`config.mk`:
```
export PLATFORM = sky130hd
export DESIGN_NAME = stage_sequencer
export DESIGN_NICKNAME = d
export VERILOG_FILES = /design/src/rtl/stage_seq_pkg.sv /design/src/rtl/seq_watchdog.sv /design/src/rtl/stage_sequencer.sv
export SDC_FILE = /design/constraint.sdc
export NUM_CORES = 1
export LEC_CHECK = 0
export BUFFER_PORTS_ARGS = -buffer_cell sky130_fd_sc_hd__buf_2
export CAP_MARGIN = 20
export CORE_UTILIZATION = 30
export CTS_BUF_LIST = sky130_fd_sc_hd__clkbuf_4 sky130_fd_sc_hd__clkbuf_8 sky130_fd_sc_hd__clkbuf_16
export CTS_CLUSTER_DIAMETER = 150
export CTS_CLUSTER_SIZE = 8
export DETAILED_ROUTE_END_ITERATION = 6
export PLACE_DENSITY = 0.46
export SYNTH_ARGS = -nofsm -noshare
export SYNTH_HDL_FRONTEND = slang
export SYNTH_SLANG_ARGS = --single-unit
```
`constraint.sdc`:
```
create_clock -name clk -period 2.9 [get_ports clk]
set_input_delay 0.435 -clock clk [delete_from_list [all_inputs] [get_ports clk]]
set_output_delay 0.435 -clock clk [all_outputs]
set_load 0.1 [all_outputs]
```
`src/rtl/stage_seq_pkg.sv`:
```
// Shared types and helpers for the stage bring-up sequencer.
package stage_seq_pkg;

    typedef enum logic [1:0] {
        ST_INIT = 2'd0,
        ST_RUN  = 2'd1,
        ST_ERR  = 2'd2
    } state_e;

    // Width needed to hold a stage count in the range 0..n.
    function automatic int unsigned stage_w(input int unsigned n);
        return $clog2(n + 1);
    endfunction

    // Active-low thermometer: bit i is 0 iff i < count; bits at or above width stay 1.
    function automatic logic [31:0] therm_n(input int unsigned count, input int unsigned width);
        logic [31:0] v;
        v = '1;
        for (int unsigned i = 0; i < 32; i++) begin
            if (i < count && i < width) v[i] = 1'b0;
        end
        return v;
    endfunction

endpackage

```
`src/rtl/seq_watchdog.sv`:
```
// Idle watchdog: counts enabled cycles and flags the cycle whose count would reach TIMEOUT.
module seq_watchdog #(
    parameter int unsigned TIMEOUT = 1024,
    parameter int unsigned TO_W    = 16
) (
    input  logic clk_i,
    input  logic rst_i,
    input  logic clear_i,
    input  logic count_en_i,
    output logic expired_o
);

    localparam logic [TO_W-1:0] LIMIT = (TIMEOUT == 0) ? '0 : TO_W'(TIMEOUT - 1);

    logic [TO_W-1:0] cnt_q;

    // Expiry is flagged combinationally so the sequencer leaves ST_RUN on the
    // very edge at which the count reaches TIMEOUT.
    assign expired_o = (TIMEOUT != 0) && count_en_i && (cnt_q == LIMIT);

    // Cycle counter; clear takes priority over counting.
    always_ff @(posedge clk_i) begin
        if (rst_i || clear_i) begin
            cnt_q <= '0;
        end else if (count_en_i) begin
            cnt_q <= cnt_q + TO_W'(1);
        end
    end

endmodule

```
`src/rtl/stage_sequencer.sv`:
```
// Sequencer that enables downstream stages one at a time under a request/ack
// handshake, with rollback, request rejection and an idle watchdog.
module stage_sequencer
    import stage_seq_pkg::*;
#(
    parameter int unsigned NUM_STAGES = 5,
    parameter int unsigned MODE_W     = 3,
    parameter int unsigned TIMEOUT    = 1024,
    parameter int unsigned TO_W       = 16
) (
    input  logic                              clk,
    input  logic                              rst,
    input  logic [MODE_W-1:0]                 mode_num,
    input  logic                              mode_valid,
    input  logic [NUM_STAGES-1:0]             stage_done,
    output logic [NUM_STAGES-1:0]             enable_n,
    output logic [stage_w(NUM_STAGES)-1:0]    cur_stage,
    output logic                              req_ack,
    output logic                              req_nack,
    output logic                              all_en,
    output logic                              error
);

    localparam int unsigned   SW   = stage_w(NUM_STAGES);
    localparam int unsigned   CW   = (MODE_W > SW) ? MODE_W : SW;
    localparam logic [SW-1:0] LAST = SW'(NUM_STAGES);

    state_e                  state_q, state_d;
    logic [SW-1:0]           stage_q, stage_d;
    logic [NUM_STAGES-1:0]   enable_n_q, enable_d;
    logic                    ack_q, ack_d;
    logic                    nack_q, nack_d;
    logic                    all_en_q, error_q;
    logic                    accept, done_sel;
    logic [CW-1:0]           m_c, s_c;
    logic                    wd_clear, wd_en, wd_expired;

    assign m_c = CW'(mode_num);
    assign s_c = CW'(stage_q);

    // Completion flag of the highest currently enabled stage (stage_q - 1).
    always_comb begin
        done_sel = 1'b0;
        for (int unsigned i = 0; i < NUM_STAGES; i++) begin
            if (SW'(i + 1) == stage_q) done_sel = stage_done[i];
        end
    end

    // Next-state decision: request rules first, watchdog expiry only if no request was accepted.
    always_comb begin
        state_d = state_q;
        stage_d = stage_q;
        ack_d   = 1'b0;
        nack_d  = 1'b0;
        accept  = 1'b0;
        unique case (state_q)
            ST_INIT: begin
                state_d = ST_RUN;
                stage_d = SW'(1);
            end
            ST_RUN: begin
                if (mode_valid) begin
                    if (m_c == '0) begin
                        stage_d = SW'(1);
                        accept  = 1'b1;
                    end else if (m_c < s_c) begin
                        stage_d = SW'(mode_num);
                        accept  = 1'b1;
                    end else if (m_c == s_c && stage_q < LAST && done_sel) begin
                        stage_d = stage_q + SW'(1);
                        accept  = 1'b1;
                    end else begin
                        nack_d = 1'b1;
                    end
                end
                ack_d = accept;
                if (!accept && wd_expired) begin
                    state_d = ST_ERR;
                    stage_d = '0;
                end
            end
            ST_ERR: begin
                stage_d = '0;
                if (mode_valid) begin
                    if (m_c == '0) begin
                        ack_d   = 1'b1;
                        state_d = ST_INIT;
                    end else begin
                        nack_d = 1'b1;
                    end
                end
            end
            default: begin
                state_d = ST_INIT;
                stage_d = '0;
            end
        endcase
        enable_d = NUM_STAGES'(therm_n(32'(stage_d), NUM_STAGES));
    end

    // Watchdog runs only while stages remain to be enabled; any non-RUN state
    // keeps it cleared so it starts from zero on entry to ST_RUN.
    assign wd_clear = (state_q != ST_RUN) || accept;
    assign wd_en    = (state_q == ST_RUN) && (stage_q < LAST);

    seq_watchdog #(
        .TIMEOUT (TIMEOUT),
        .TO_W    (TO_W)
    ) u_watchdog (
        .clk_i      (clk),
        .rst_i      (rst),
        .clear_i    (wd_clear),
        .count_en_i (wd_en),
        .expired_o  (wd_expired)
    );

    // Sequencer state and registered outputs; reset drops any pending pulse.
    always_ff @(posedge clk) begin
        if (rst) begin
            state_q    <= ST_INIT;
            stage_q    <= '0;
            enable_n_q <= '1;
            ack_q      <= 1'b0;
            nack_q     <= 1'b0;
            all_en_q   <= 1'b0;
            error_q    <= 1'b0;
        end else begin
            state_q    <= state_d;
            stage_q    <= stage_d;
            enable_n_q <= enable_d;
            ack_q      <= ack_d;
            nack_q     <= nack_d;
            all_en_q   <= (stage_d == LAST);
            error_q    <= (state_d == ST_ERR);
        end
    end

    assign enable_n  = enable_n_q;
    assign cur_stage = stage_q;
    assign req_ack   = ack_q;
    assign req_nack  = nack_q;
    assign all_en    = all_en_q;
    assign error     = error_q;

endmodule

```
Yosys cells after proc, flatten, opt, wreduce, memory -nomap -nowiden
Index checks and enable logic that the tools add are counted.

operators by class
  add/subtract/negate cells = 2
  $mul = 0
  divide/modulo/power cells = 0
  order comparisons = 7
  equal/unequal tests = 12
  shift-type cells = 0
  multiplexer cells = 36
  bitwise gates (word level) = 0
  reduce and logical (&&, ||, !) cells = 10

operator list
  cell                     count
  $mux W1                  24
  $add A16 B1 Y16 const B  1
  $eq A16 B10 Y1 const B   1
  $mux W3                  5
  $eq A2 B3 Y1 const A     2
  $eq A3 B3 Y1 const A     2
  $lt A1 B3 Y1 const A     2
  $lt A2 B3 Y1 const A     2
  $mux W2                  3
  $pmux W2 S3              1
  $pmux W3 S2              1
  $logic_and A1 B1 Y1      5
  $eq A2 B2 Y1 const B     2
  $pmux W1 S2              2
  $add A3 B1 Y3 const B    1
  $eq A1 B3 Y1 const A     1
  $eq A3 B3 Y1             1
  $eq A3 B3 Y1 const B     1
  $logic_not A3 Y1         1
  $lt A3 B3 Y1             1
  $lt A3 B3 Y1 const A     1
  $lt A3 B3 Y1 const B     1
  $eq A2 B1 Y1 const B     1
  $logic_not A2 Y1         1
  3 further kinds          4

word-level totals
  flip-flop bits (word level) = 30
  bits in latches = 0
  memory bits (writable) = 0
  bits in read-only memories = 0
  bits of input ports = 11
  output and inout bits = 12
  logic and storage cells = 75
  memories = 0

Logic depth before layout (Yosys ltp)
Gate-level depths: netlist (run 1).

  word-level depth = 18
  gate-level depth with buffers = 9
  gate-level depth less buffers = 9

Modules after synthesis
From an unflattened synthesis (run 1), not the netlist that was laid out.

unflattened totals
  cells, all modules = 186
  area, all modules = 1682.9 µm²

by module, submodules not included
  module           times used  cells each  area each (µm²)  seq. area each (µm²)
  stage_sequencer  1           100         923.4            280.3
  seq_watchdog     1           86          759.5            320.3

Worst setup path after synthesis (run 1)
No wires, ideal clock.

  kind = reg-to-reg
  start = register stage_q[0] (netlist: cur_stage[0])
  end = register all_en_q (netlist: all_en)
  setup time = 0.123 ns
  arrival time = 2.940 ns
  required time = 2.777 ns
  path slack = -0.163 ns
  cell stages (with the launch flop) = 10
  buffers on the path = 0
  clock period less this slack = 3.063 ns
  cell sequence = dfxtp_1 > inv_1 > ha_1 > nor3b_2 > a2111oi_4 > o221a_2 > a31oi_1 > o221a_2 > a31oi_2 > nor3_1

between the ends
  word-level cells in the longest chain between the ends = 17
  elaborated cells between the ends (all ways) = 32
  classes of those cells = 1 x add/sub; 2 x order compare; 7 x eq/ne; 16 x mux; 6 x reduce/logical

RTL lines
  what                      RTL line                text
  start: declaration        stage_sequencer.sv:29   logic [SW-1:0] stage_q, stage_d;
  start signal: assignment  stage_sequencer.sv:129  stage_q <= stage_d;
  $eq A1 B3 Y1              stage_sequencer.sv:45   if (SW'(i + 1) == stage_q) done_sel = stage_done[i];
  $mux W1 (5 in series)     stage_sequencer.sv:45
  $logic_and A1 B1 Y1       stage_sequencer.sv:69   end else if (m_c == s_c && stage_q < LAST && done_sel) begin
  $mux W1                   stage_sequencer.sv:69
  $mux W1                   stage_sequencer.sv:66   end else if (m_c < s_c) begin
  $mux W1                   stage_sequencer.sv:63   if (m_c == '0) begin
  $mux W1                   stage_sequencer.sv:62   if (mode_valid) begin
  $mux W1                   stage_sequencer.sv:56   unique case (state_q)
  $logic_not A1 Y1          stage_sequencer.sv:77   if (!accept && wd_expired) begin
  $logic_and A1 B1 Y1       stage_sequencer.sv:77
  $mux W3 *                 stage_sequencer.sv:77
  $pmux W3 S2 *             stage_sequencer.sv:56
  $eq A3 B3 Y1 *            stage_sequencer.sv:133  all_en_q <= (stage_d == LAST);
  end signal: assignment    stage_sequencer.sv:133
  end: declaration          stage_sequencer.sv:33   logic all_en_q, error_q;

Every way passes the cells marked *; elsewhere a longest branch is shown, timed or not. The select of a mux whose other input is x is not followed.
A chain may end at the register's enable or synchronous reset.

Worst setup path after layout (run 1)
  start = register stage_q[0] (netlist: cur_stage[0])
  end = register enable_n_q[2] (netlist: enable_n[2])

between the ends
  word-level cells in the longest chain between the ends = 18
  elaborated cells between the ends (all ways) = 33
  classes of those cells = 1 x add/sub; 3 x order compare; 6 x eq/ne; 17 x mux; 6 x reduce/logical

RTL lines
  what                    RTL line                text
  $eq A1 B3 Y1            stage_sequencer.sv:45
  $mux W1 (5 in series)   stage_sequencer.sv:45
  $logic_and A1 B1 Y1     stage_sequencer.sv:69
  $mux W1                 stage_sequencer.sv:69
  $mux W1                 stage_sequencer.sv:66
  $mux W1                 stage_sequencer.sv:63
  $mux W1                 stage_sequencer.sv:62
  $mux W1                 stage_sequencer.sv:56
  $logic_not A1 Y1        stage_sequencer.sv:77
  $logic_and A1 B1 Y1     stage_sequencer.sv:77
  $mux W3 *               stage_sequencer.sv:77
  $pmux W3 S2 *           stage_sequencer.sv:56
  $lt A2 B3 Y1 *          stage_seq_pkg.sv:20     if (i < count && i < width) v[i] = 1'b0;
  $mux W1 *               stage_seq_pkg.sv:20
  end signal: assignment  stage_sequencer.sv:130  enable_n_q <= enable_d;
  end: declaration        stage_sequencer.sv:30   logic [NUM_STAGES-1:0] enable_n_q, enable_d;

Marked as above.

==> summary.md, run 1 <==
| Metric | Value |
|---|---|
| Synthesized netlist net count | `211` |
| Relative slew slack | `between 60 and 70%` |
| Worst path arrival time | `~2.6 ns` |
| Power density over the cells | `between 400 and 500 nW/um^2` |
| Number of antenna violations at the first check in global routing | `0` |
| Final min period | `between 2 and 2.5 ns` |
| Per-cell via count in the routed design | `4.72` |
| Post-route total power | `between 900 and 1000 uW` |
| Wire length per cell | `around 12 um` |
| Portion of synthesized cell area occupied by the leading cell type | `37.4%` |
| First-pass GRT wire length | `5.75 mm` |
| Cell Area, Synth | `around 1600 um^2` |
| Site row count | `26` |
| CTS resizes | `0` |
| Clock transition at path regs | `0.06 ns` |
| Clock buffers created by TritonCTS | `5` |
| Final critical-path share of the clock period | `85.3%` |
| Share of synthesized area occupied by flip-flops and latches | `37.4%` |
| Routability Congestion | `between 0.7 and 0.8` |
| Grt total ovfl | `0` |
| Detailed route wirelength on metal3 | `around 100 um` |
| Uppermost routed layer | `met4` |
| Hold wc startpoint | `rst` |
| Max H-tree Level | `2` |
| Maximum clock skew at final layout | `0.00230 ns` |
| Placeable Area | `5140 um^2` |
| P_leak | `between 0.0007 and 0.0008 uW` |
| Cells taking the most area after synthesis | `sky130_fd_sc_hd__dfxtp_1 37%, sky130_fd_sc_hd__ha_1 10%, sky130_fd_sc_hd__nor2_1 6.8%` |
| Total met2 wirelength after detailed routing | `approximately 1.5 mm` |
| Class of the most critical setup path | `reg2reg` |
| Via total after detailed routing | `between 1000 and 1500` |
| Number of port buffers | `22` |
| NumNets Final | `approximately 240` |
| Area of the die | `5660 um^2` |
| Initial core utilization | `around 31%` |
| Layout overhead on the synthesized area | `19.8%` |
| Chip width | `roughly 75 um` |
| Yosys synthesis warning count | `0` |
| Clock sinks | `30` |
| Detailed Route Iter0 Violations | `a little under 50` |
| Later-pin clock latency in the skew report | `roughly 0.27 ns` |
| Post-DRT Antenna Nets | `0` |
| Worst endpoint required time | `roughly 3.1 ns` |
| Vias in the first global route | `1253` |
| Clock tree root buffer cell | `sky130_fd_sc_hd__clkbuf_8` |
| Netlist cell types | `43` |
| Crit-path max FO | `9` |
| DR pass1 iterations | `4` |
| Detailed placer's ending HPWL | `around 2.7 mm` |
| #FFs+latches synth | `30` |
| Setup TNS | `0 ns` |
| Avg Cell Area, Syn | `between 8 and 9 um^2` |
| Max Root-Sink Buffers | `2` |
| Final antenna diode count | `0` |
| Post-synth EDFFs | `0` |
| Post-Route WL | `~3.4 mm` |
| Die Y | `~75 um` |
| Setup Fix Bufs, Post-CTS | `0` |
| Type of element capturing the critical path | `flip-flop` |
| TritonCTS clock tree | `done` |
| # Max-Cap Violations | `0` |
| Routed length on met1 | `between 1.5 and 2 mm` |
| Gate count of the mapped netlist | `between 150 and 200` |
| Number of remaining DRC errors | `0` |
| Worst VDD drop | `between 200 and 300 uV` |
| Top-Level Pins | `23` |
| Final hold vios | `0` |
| Total routing resource utilization after global routing | `a little over an eighth` |
| Largest net degree at the start of global routing | `12` |
| Number of fillers in the final layout | `between 500 and 600` |
| Status | `finished clean` |
| Quantity of hold-fixing buffers added after cts | `0` |
| Crit start category | `flip-flop` |
| Launch point of the worst path | `cur_stage[0]` |
| Unrepaired setup endpoints after global routing | `no` |
| Fraction of final layout cells sized beyond drive strength 1 | `around a fifth` |
| Async S/R FF share, synth | `0%` |
| R2R Path Start | `cur_stage[0]` |
| Classification of the worst-slack hold path | `in2reg` |
| Primary FF master, synth | `sky130_fd_sc_hd__dfxtp_1` |
| Setup violators final | `0` |
| Cell accounting for the most synthesized area | `sky130_fd_sc_hd__dfxtp_1` |
| Number of max-slew violations in the final report | `0` |
| Maximum achievable frequency | `slightly above 400 MHz` |
| Slack of the worst reg-to-reg path | `around 0.43 ns` |
| Transition time of the tightest slew-check pin | `0.490 ns` |
-- worst max-delay path, cell delays in order, from the launching register on --
cell,delay (ns)
sky130_fd_sc_hd__dfxtp_2,0.42
sky130_fd_sc_hd__inv_1,0.10
sky130_fd_sc_hd__ha_1,0.23
sky130_fd_sc_hd__nor3b_2,0.18
sky130_fd_sc_hd__a2111oi_4,0.34
sky130_fd_sc_hd__o221ai_1,0.27
sky130_fd_sc_hd__o21ai_0,0.24
sky130_fd_sc_hd__a22o_1,0.24
sky130_fd_sc_hd__o21ai_1,0.11
sky130_fd_sc_hd__or2_1,0.23
-- where the power goes --
group | internal [uW] | leakage [uW] | switching, uW | total (uW)
Sequential | 423 | 0.000244 | 9.44 | 432
Combinational | 58.0 | 0.000441 | 127 | 185
Clock | 182 | 0.0000431 | 137 | 319
Total | 663 | 0.000728 | 274 | 937
-- metal layers --
| metal | global-route usage (%) | up-vias |
|---|---|---|
| li1 | - | 719 |
| met1 | 18.7 | 623 |
| met2 | 20.5 | 17 |
| met3 | 3.61 | 4 |
| met4 | 4.94 | 0 |
| met5 | 0 | - |
-- Yosys cell counts (3+ instances only) --
library cell	instances
sky130_fd_sc_hd__a21oi_1	8
sky130_fd_sc_hd__and3_1	4
sky130_fd_sc_hd__dfxtp_1	30
sky130_fd_sc_hd__ha_1	13
sky130_fd_sc_hd__inv_1	10
sky130_fd_sc_hd__nand2_1	14
sky130_fd_sc_hd__nand3_1	8
sky130_fd_sc_hd__nand3b_1	4
sky130_fd_sc_hd__nand4_1	4
sky130_fd_sc_hd__nor2_1	29
sky130_fd_sc_hd__nor3_1	5
sky130_fd_sc_hd__o21ai_0	5
sky130_fd_sc_hd__o21ai_1	3
sky130_fd_sc_hd__or3_1	4
sky130_fd_sc_hd__xnor2_1	6
sky130_fd_sc_hd__xor2_1	7
-- path summary, 6_finish.rpt --
check | to | cells after the start
worst max register to register | enable_n[2] | 9
worst min register to register | u_watchdog.cnt_q[1] | 2
worst min-delay path | cur_stage[0] | 2
worst max-delay path | enable_n[2] | 9
-- flip-flops by register name, summed over array words and instances, names as in the netlist --
signal,count
all_en,1
req_ack,1
error,1
enable_n,5
state_q,2
req_nack,1
u_watchdog.cnt_q,16
cur_stage,3
-- cell families (layout without fill, tap and decap cells) --
family	Yosys count	count (layout)	synth area share [%]
XOR/XNOR	13	13	7.08
flip-flops	30	30	37.4
AO/OA/AOI/OAI	36	36	16.9
AND/OR/NAND/NOR	83	83	25.7
adder cells (fa/ha/maj)	13	13	10.1
buffers and inverters	12	44	2.88
-- cells in the final DEF (no fill, tap or decap), types with 3 or more instances in the layout --
cell	Yosys	routed
sky130_fd_sc_hd__buf_4	0	6
sky130_fd_sc_hd__a21oi_1	8	8
sky130_fd_sc_hd__nand2_1	14	14
sky130_fd_sc_hd__nor3_1	5	5
sky130_fd_sc_hd__clkbuf_8	0	6
sky130_fd_sc_hd__nand4_1	4	4
sky130_fd_sc_hd__ha_1	13	13
sky130_fd_sc_hd__or3_1	4	4
sky130_fd_sc_hd__xor2_1	7	7
sky130_fd_sc_hd__nand3b_1	4	4
sky130_fd_sc_hd__inv_1	10	10
sky130_fd_sc_hd__xnor2_1	6	6
sky130_fd_sc_hd__o21ai_1	3	3
sky130_fd_sc_hd__nand3_1	8	8
sky130_fd_sc_hd__o21ai_0	5	5
sky130_fd_sc_hd__nor2_1	29	29
sky130_fd_sc_hd__dfxtp_1	30	28
sky130_fd_sc_hd__buf_2	1	22
sky130_fd_sc_hd__and3_1	4	4
-- per-stage QoR --
| stage | utilization (%) | hold WS, ns | setup slack, ns | std cells | cell area [um^2] |
|---|---|---|---|---|---|
| floorplan | - | 0.448 | 0.0616 | 187 | 1610 |
| global placement | 35.9 | 0.476 | 0.447 | 283 | 1840 |
| detailed placement | 35.9 | 0.472 | 0.436 | 283 | 1840 |
| CTS | 37.5 | 0.441 | 0.420 | 289 | 1930 |
| global route | 37.5 | 0.460 | 0.262 | 289 | 1930 |
| finish | 37.5 | 0.446 | 0.428 | 289 | 1930 |
-- area by class of cell --
type | count | area, um^2 | area share [%]
multi-input cells | 145 | 961 | 49.9
flip-flops and latches | 30 | 603 | 31.3
repair buffers | 28 | 155 | 8.05
well taps | 70 | 87.6 | 4.55
clock buffers | 6 | 82.6 | 4.29
inverters | 10 | 37.5 | 1.95
Power figures use the tool's default switching activity.
==> run 2, diff against run 1 <==
==> constraint.sdc (replaced) <==
create_clock -name clk -period 3.1 [get_ports clk]
set_input_delay 0.62 -clock clk [delete_from_list [all_inputs] [get_ports clk]]
set_output_delay 0.62 -clock clk [all_outputs]
set_load 0.1 [all_outputs]
==> run 2 against run 1 <==
Sequential power is 6.5% lower. Wire length is 1.5% higher. Worst setup slack better by 0.094 ns. First-iteration DRC count is 45% higher. Critical endpoint unchanged. Highest routed layer unchanged.
==> summary.md, run 2 (synthesized netlist as in run 1, its figures left out) <==
| Metric | Value |
|---|---|
| Status | `finished clean` |
| Final antenna diode count | `0` |
| Detailed Route Iter0 Violations | `71` |
| Later-pin clock latency in the skew report | `0.29 ns` |
| Crit path cell chain | `inv_1 -> ha_1 -> nor3b_2 -> a2111oi_4 -> o221ai_1 -> o21ai_0 -> a22o_1 -> o21ai_1 -> or2_1` |
| Crit-path max FO | `9` |
| Max H-tree Level | `2` |
| Post-Place Worst Slack | `0.575 ns` |
| Core occupancy in the finished layout | `a little under two fifths` |
| Site row count | `26` |
| Relative slew slack | `61.4%` |
| Vias in the first global route | `around 1300` |
| Layout overhead on the synthesized area | `18.6%` |
| Number of remaining DRC errors | `0` |
| Busiest metal layer after global routing | `met2` |
| Area of the die | `5660 um^2` |
| Clock transition at path regs | `0.07 ns` |
| Number of fillers in the final layout | `578` |
| Dpl cell area | `~1800 um^2` |
| DR pass1 iterations | `4` |
| Final critical-path share of the clock period | `83.2%` |
| Per-cell via count in the routed design | `4.76` |
| Buffer and inverter count on the worst path | `1` |
| Maximum clock skew at final layout | `slightly below 0.009 ns` |
| Post-DRT Antenna Nets | `0` |
| Fraction of final layout cells sized beyond drive strength 1 | `18.9%` |
| Class of the most critical setup path | `reg2reg` |
| Transition time of the tightest slew-check pin | `roughly 0.57 ns` |
| Die Y | `roughly 75 um` |
| Setup Fix Bufs, Post-CTS | `0` |
| Unrepaired setup endpoints after global routing | `no` |
| Number of max-slew violations in the final report | `0` |
| Crit start category | `flip-flop` |
| Post-Route WL | `between 3 and 4 mm` |
| Clock tree root buffer cell | `sky130_fd_sc_hd__clkbuf_8` |
| Setup violators final | `0` |
| Quantity of hold-fixing buffers added after cts | `0` |
| Delay-heaviest family, CP | `compound AO/OA/AOI/OAI gates` |
| NumNets Final | `240` |
| Number of antenna violations at the first check in global routing | `0` |
| Total routing resource utilization after global routing | `13.6%` |
| Power density over the cells | `between 400 and 500 nW/um^2` |
| Minimum setup slack in the final design | `around 0.52 ns` |
| First-pass GRT wire length | `~5.7 mm` |
| Wire length per cell | `12.1 um` |
| Max reg flops | `16` |
| Placeable Area | `approximately 5100 um^2` |
| Routing usage on met2 | `just over 20%` |
| Via total after detailed routing | `1365` |
| Number of port buffers | `22` |
| Detailed placer's ending HPWL | `around 2.6 mm` |
| Max Root-Sink Buffers | `2` |
| Classification of the worst-slack hold path | `reg2reg` |
| Routability Congestion | `around 0.76` |
| Slowest cell delay on critical path | `roughly 0.51 ns` |
| Final cell area excluding filler cells | `approximately 1900 um^2` |
| Maximum achievable frequency | `between 300 and 400 MHz` |
| Clock sinks | `30` |
| Grt total ovfl | `0` |
| Worst path arrival time | `about 2.8 ns` |
| Setup TNS | `0 ns` |
| Most frequent cells in the layout | `30 x sky130_fd_sc_hd__dfxtp_1, 29 x sky130_fd_sc_hd__nor2_1, 22 x sky130_fd_sc_hd__buf_2` |
| Initial core utilization | `a little under a third` |
| Worst endpoint required time | `~3.3 ns` |
| Most frequent standard cell in the layout excluding fill and tap cells | `sky130_fd_sc_hd__dfxtp_1` |
| Final hold vios | `0` |
| TritonCTS clock tree | `done` |
| Worst VDD drop | `around 290 uV` |
| Most flop-heavy register | `u_watchdog.cnt_q` |
| Chip width | `75.2 um` |
| Largest net degree at the start of global routing | `17` |
| P_leak | `0.000711 uW` |
| Global routing usage on met1 | `between 10% and 20%` |
| Top-Level Pins | `23` |
| Worst path slowest cell | `sky130_fd_sc_hd__dfxtp_1` |
| Met3 GRT Util | `just under 4%` |
| # Max-Cap Violations | `0` |
| Final min period | `roughly 2.6 ns` |
| Type of element capturing the critical path | `flip-flop` |
| CTS resizes | `0` |
| Clock buffers created by TritonCTS | `5` |
-- run 2: changes by cell type in the layout (fill, tap and decap cells not counted), sizes merged --
cell | previous run | this run
buf | 28 | 24
clkinv | 0 | 1
clkinvlp | 0 | 1
-- run 2: worst reg2reg max path: stages, from the launching register on --
cell and delay, ns:
sky130_fd_sc_hd__dfxtp_1 0.51, sky130_fd_sc_hd__inv_1 0.14, sky130_fd_sc_hd__ha_1 0.24, sky130_fd_sc_hd__nor3b_2 0.17
sky130_fd_sc_hd__a2111oi_4 0.33, sky130_fd_sc_hd__o221ai_1 0.27, sky130_fd_sc_hd__o21ai_0 0.24, sky130_fd_sc_hd__a22o_1 0.23
sky130_fd_sc_hd__o21ai_1 0.12, sky130_fd_sc_hd__or2_1 0.23
-- run 2: power by group --
group | internal, uW | leakage (uW) | total, uW | switching, uW
logic | 51.8 | 0.000420 | 171 | 119
clock network | 178 | 0.0000472 | 326 | 148
registers | 395 | 0.000243 | 404 | 9.16
total | 625 | 0.000711 | 900 | 276
-- run 2: through the flow --
step	total power (uW)	hold WS [ns]	std cells
after floorplan	541	0.448	187
after global placement	585	0.469	279
after detailed placement	582	0.470	279
after CTS	915	0.479	287
after global routing	955	0.517	287
final	900	0.474	287
-- run 2: per-layer routing --
metal / up-vias / wire length [um]
met1: 615 / 1750
met3: 7 / 120
li1: 712 / -
met4: 0 / 64
met2: 31 / 1550
met5: - / 0
-- run 2: cell type report --
cell class,count,area (um^2),share of cell area (%)
clock buffer,6,82.6,4.33
clock inverter,2,12.5,0.656
inverter,10,37.5,1.97
multi-input combinational,145,961,50.4
sequential,30,601,31.5
tap,70,87.6,4.59
timing repair buffer,24,125,6.56
-- run 2: path summary, 6_finish.rpt --
check / from / endpoint / slack [ns] / cells past startpoint
max: cur_stage[0] / enable_n[2] / 0.52 / 9
min: u_watchdog.cnt_q[1] / u_watchdog.cnt_q[1] / 0.47 / 2
max reg2reg: cur_stage[0] / enable_n[2] / 0.52 / 9
min reg2reg: u_watchdog.cnt_q[1] / u_watchdog.cnt_q[1] / 0.47 / 2
